## src/rtl/tag_reader.sv

```systemverilog
// tag_reader: read side of the 128-bit tag register.
// EMIT streams the stored tag out MSB-word first; VERIFY compares it word by
// word against a received tag. Every word is always consumed, so the
// verification time does not depend on where a mismatch occurs.
module tag_reader #(
   parameter int unsigned WORD_W = 32
) (
   input  logic              clock_i,
   input  logic              reset_i,
   input  logic              start_i,
   input  logic              mode_i,
   input  logic [127:0]      tag_i,
   output logic [WORD_W-1:0] word_o,
   output logic              word_valid_o,
   input  logic              word_ready_i,
   input  logic [WORD_W-1:0] rx_word_i,
   input  logic              rx_valid_i,
   output logic              rx_ready_o,
   output logic              busy_o,
   output logic              done_o,
   output logic              tag_ok_o
);

   localparam int unsigned NB_WORDS = 128 / WORD_W;
   localparam int unsigned CNT_W    = $clog2(NB_WORDS) + 1;
   localparam logic [CNT_W-1:0] LAST_CNT = CNT_W'(NB_WORDS - 1);

   typedef enum logic [1:0] {
      IDLE  = 2'd0,
      SEND  = 2'd1,
      CHECK = 2'd2,
      DONE  = 2'd3
   } state_t;

   state_t             state_q, state_d;
   logic [127:0]       shreg_q, shreg_d;
   logic [CNT_W-1:0]   cnt_q, cnt_d;
   logic               mismatch_q, mismatch_d;
   logic               mode_q, mode_d;
   logic               tag_ok_q, tag_ok_d;
   logic [WORD_W-1:0]  head;

   assign head = shreg_q[127 -: WORD_W];

   // State and datapath registers with synchronous reset.
   always_ff @(posedge clock_i) begin
      if (reset_i) begin
         state_q    <= IDLE;
         shreg_q    <= '0;
         cnt_q      <= '0;
         mismatch_q <= 1'b0;
         mode_q     <= 1'b0;
         tag_ok_q   <= 1'b0;
      end else begin
         state_q    <= state_d;
         shreg_q    <= shreg_d;
         cnt_q      <= cnt_d;
         mismatch_q <= mismatch_d;
         mode_q     <= mode_d;
         tag_ok_q   <= tag_ok_d;
      end
   end

   // Next-state and datapath update logic.
   always_comb begin
      state_d    = state_q;
      shreg_d    = shreg_q;
      cnt_d      = cnt_q;
      mismatch_d = mismatch_q;
      mode_d     = mode_q;
      tag_ok_d   = tag_ok_q;
      unique case (state_q)
         IDLE: begin
            if (start_i) begin
               shreg_d    = tag_i;
               cnt_d      = '0;
               mismatch_d = 1'b0;
               tag_ok_d   = 1'b0;
               mode_d     = mode_i;
               state_d    = mode_i ? CHECK : SEND;
            end
         end
         SEND: begin
            if (word_ready_i) begin
               shreg_d = shreg_q << WORD_W;
               cnt_d   = cnt_q + 1'b1;
               if (cnt_q == LAST_CNT) state_d = DONE;
            end
         end
         CHECK: begin
            if (rx_valid_i) begin
               mismatch_d = mismatch_q | (|(rx_word_i ^ head));
               shreg_d    = shreg_q << WORD_W;
               cnt_d      = cnt_q + 1'b1;
               if (cnt_q == LAST_CNT) state_d = DONE;
            end
         end
         DONE: begin
            // mismatch_q already includes the final word here.
            tag_ok_d = mode_q & ~mismatch_q;
            shreg_d  = '0;
            state_d  = IDLE;
         end
         default: state_d = IDLE;
      endcase
   end

   // Output decode from the current state.
   always_comb begin
      word_o       = '0;
      word_valid_o = 1'b0;
      rx_ready_o   = 1'b0;
      busy_o       = 1'b0;
      done_o       = 1'b0;
      unique case (state_q)
         IDLE: ;
         SEND: begin
            word_valid_o = 1'b1;
            word_o       = head;
            busy_o       = 1'b1;
         end
         CHECK: begin
            rx_ready_o = 1'b1;
            busy_o     = 1'b1;
         end
         DONE: begin
            done_o = 1'b1;
            busy_o = 1'b1;
         end
         default: ;
      endcase
   end

   assign tag_ok_o = tag_ok_q;

endmodule

```

## config.mk

```make
export PLATFORM = sky130hd
export DESIGN_NAME = tag_reader
export DESIGN_NICKNAME = d
export VERILOG_FILES = /design/src/rtl/tag_reader.sv
export SDC_FILE = /design/constraint.sdc
export NUM_CORES = 1
export LEC_CHECK = 0
export ABC_AREA = 1
export CORE_MARGIN = 1.5
export CORE_UTILIZATION = 45
export CTS_BUF_LIST = sky130_fd_sc_hd__clkbuf_4
export DETAILED_ROUTE_END_ITERATION = 10
export MAX_ROUTING_LAYER = met4
export PLACE_DENSITY_LB_ADDON = 0.15
export SYNTH_ARGS = -nofsm -noshare
export SYNTH_HDL_FRONTEND = slang
export SYNTH_SLANG_ARGS = --single-unit
```

## constraint.sdc

```tcl
create_clock -name clock_i -period 4.35 [get_ports clock_i]
set_clock_uncertainty 0.15 [all_clocks]
set_input_delay 0.87 -clock clock_i [delete_from_list [all_inputs] [get_ports clock_i]]
set_output_delay 0.87 -clock clock_i [all_outputs]
set_load 0.005 [all_outputs]
```

==> key figures <==
Outcome
  • Run status: completed

Setup path
  • Critical register-to-register path endpoint: shreg_q[44]$_SDFFE_PP0P_
  • R2R setup slack: roughly 1.4 ns
  • Startpoint type of the worst setup path: register
  • Critical path arrival: about 2.5 ns
  • Reg2Reg Launch Point: state_q[0]$_SDFFE_PP0P_
  • Crit end category: primary output
  • Crit path max fanout: 50
  • WP data required: 3.33 ns
  • Register-to-Register Path Depth: 8
  • Type of the worst setup path: register to primary output

Placement
  • Place WS: roughly 1.2 ns
  • Final GP Congestion: between 0.8 and 0.9
  • Final HPWL DP: about 12 mm
  • Number of buffers added on ports: 202

Clock network
  • Clock latency at the later pin of the worst-skew pair: approximately 0.54 ns
  • Root buf cell: clkbuf_4
  • Post-CTS setup buffer count: 0
  • Post-CTS Resized: 0
  • H-tree levels: 4
  • Hold buffers post-CTS: 0
  • Num CTS Buffers: 17
  • CTS Sinks: 136
  • CTS tree: done
  • Clock-pin transition on the worst setup and hold timing paths: roughly 0.1 ns
  • CTS max path bufs: 2

Timing
  • Rel. slew slack: 38.9%
  • Final hold vios: 0
  • Worst Setup Slack, final: ~0.87 ns
  • Measured slew at the worst slew-check pin: roughly 0.92 ns
  • Final setup viols: 0
  • Slew Limit Fails: 0
  • Minimum clock period: approximately 3.5 ns
  • F_max: 287 MHz
  • Fin Setup TNS: 0 ns
  • Tcrit/Tclk final: between 80% and 90%
  • RSZ-0062 raised after global routing: false

Logic synthesis
  • Yosys Warn Count: 0
  • Post-synthesis simple-gate area fraction: roughly 15%
  • Synth cell types: 23
  • Cell area after synthesis: roughly 6800 um2
  • Adder-cell area share of the yosys netlist: 1.30%
  • Synth Area in XOR/XNOR: 3.37%
  • Seq/Total Area, Yosys: 40.3%
  • #FFs+latches synth: between 100 and 150
  • Mapped Cells: about 920
  • Synth Area in Compound Gates: between 20% and 30%
  • Avg Cell Area, Syn: 7.39 um2
  • Largest family of logic cells by synthesized area: compound AO/OA/AOI/OAI gates
  • Post-synthesis mux area share: 0%
  • Mapped Nets: 1088

Finish
  • Area Growth Syn to Fin: 31.5%
  • Commonest cells after routing, fill and taps aside: 201 x clkdlybuf4s50_1, 136 x dfxtp_1, 132 x a21oi_1
  • Final net count: between 1000 and 1500
  • Layout cells sized above 1: 6.28%
  • Commonest non-fill, non-tap cell in the layout: clkdlybuf4s50_1
  • Fillcell total: between 1000 and 1500

Job
  • Number of max-cap violations: 0

Global route
  • GR Util All Layers: roughly a quarter
  • Largest net degree at the start of global routing: 100
  • Vias in the first global route: slightly below 6000
  • First-pass GRT wire length: 29.7 mm
  • Initial antenna violation count: 1
  • Grt total ovfl: 0

Hold path
  • Worst Hold Class: register to register
  • Hold Path End: shreg_q[0]$_SDFFE_PP0P_
  • Hold Crit Start: shreg_q[0]$_SDFFE_PP0P_
  • WHS Path Cells: 2

Power and ir drop
  • VDD IR-drop max: 0.000433 V
  • Switching fraction of total power: between 40% and 50%
  • Pwr Density: approximately 610 nW/um2
  • Internal: ~3.0 mW
  • Sw Pwr: ~2.4 mW
  • Sequential fraction of design power: about two fifths
  • Clock power share: approximately 14%
  • Leakage: roughly 3.5 nW
  • Logic pwr share: a little under half

Die
  • Core area: 14600 um2
  • Die Ht: about 130 um
  • Die width: around 130 um
  • Initial Util: approximately 46%
  • DIE AREA: 15800 um2
  • Num ports: between 200 and 250
  • Site Rows: 44

Routing
  • DR pass1 iterations: 5
  • Antenna viol nets, final: 0
  • Final WL: around 18 mm
  • Wirelength per Cell: 14.3 um
  • Post-route DRC: 0
  • 1st-iter DRT viols: approximately 420
  • Vias: about 6400
  • DR vias/cell: roughly 5.1
[synthesized netlist by cell type (all sizes together)]
cell type  count  area (um2)
dfxtp        136        2720
nand2        133         502
a21oi        132         661
inv          102         383
o21ai        100         500
nor2          63         236
nand3         54         283
a31oi         51         319
clkbuf        41         154
buf           35         323
a211oi        32         340
xnor2         26         228
ha             7        87.6
or2            2        15.0
nor3           1        5.00
[worst max-delay path: stages (launching register included)]
cell and delay [ns]:
dfxtp_1 0.34, inv_1 0.16, ha_4 0.52, inv_2 0.35, clkdlybuf4s50_1 0.55
[per-stage QoR]
stage | instance area [um2] | util, % | cells | hold WS (ns) | power, mW
floorplan | 6760 | - | 915 | 0.284 | 4.12
global placement | 8640 | 59.2 | 1235 | 0.301 | 4.60
detailed placement | 8640 | 59.2 | 1235 | 0.304 | 4.65
CTS | 8890 | 60.9 | 1267 | 0.319 | 5.43
global route | 8890 | 60.9 | 1268 | 0.336 | 5.86
finish | 8890 | 60.9 | 1268 | 0.319 | 5.39
[how the worst max path moves through the flow]
stage,start,endpoint,cells after the start
2_1_floorplan,state_q[1]$_SDFFE_PP0P_,word_o[10],6
3_3_place_gp,start_i,cnt_q[0]$_SDFFE_PP0P_,9
3_5_place_dp,start_i,cnt_q[0]$_SDFFE_PP0P_,9
4_1_cts,state_q[0]$_SDFFE_PP0P_,busy_o,4
5_1_grt,state_q[0]$_SDFFE_PP0P_,busy_o,4
6_report,state_q[0]$_SDFFE_PP0P_,busy_o,4
[flip-flops by register name, summed over array words and instances, names as in the netlist]
name        flops
cnt_q           3
mismatch_q      1
mode_q          1
shreg_q       128
state_q         2
tag_ok_o        1
[cell type report]
type / count / area, um2 / share of cell area (%)
diodes: 1 / 2.50 / 0.0281
clock buffers: 18 / 135 / 1.52
clock inverters: 14 / 114 / 1.28
inverters: 102 / 388 / 4.36
multi-input cells: 601 / 3190 / 35.9
flip-flops and latches: 136 / 2720 / 30.6
well taps: 184 / 230 / 2.59
repair buffers: 212 / 2100 / 23.7
[routing by layer]
layer / track usage (%) / routed length, um
met4: 8.09 / 346
met3: 4.24 / 964
met2: 33.1 / 7470
met5: - / 0
met1: 35.1 / 9330
[power by group through the flow]
stage / Combinational [mW] / Sequential [mW] / Clock, mW
after CTS: 2.56 / 2.08 / 0.785
after detailed placement: 2.55 / 2.10 / 0
final: 2.55 / 2.08 / 0.760
after global placement: 2.51 / 2.09 / 0
after global routing: 2.88 / 2.14 / 0.832
after floorplan: 2.11 / 2.02 / 0
[kinds of logic (layout without fill, tap and decap cells)]
kind of cell    Yosys count  in the layout
compound gates          315            315
simple gates            253            253
flops                   136            136
xor+xnor                 26             26
fa+ha+maj                 7              7
other cells               0              1
buf+inv                 178            346
Note: power is estimated with default switching activity, not from simulation.
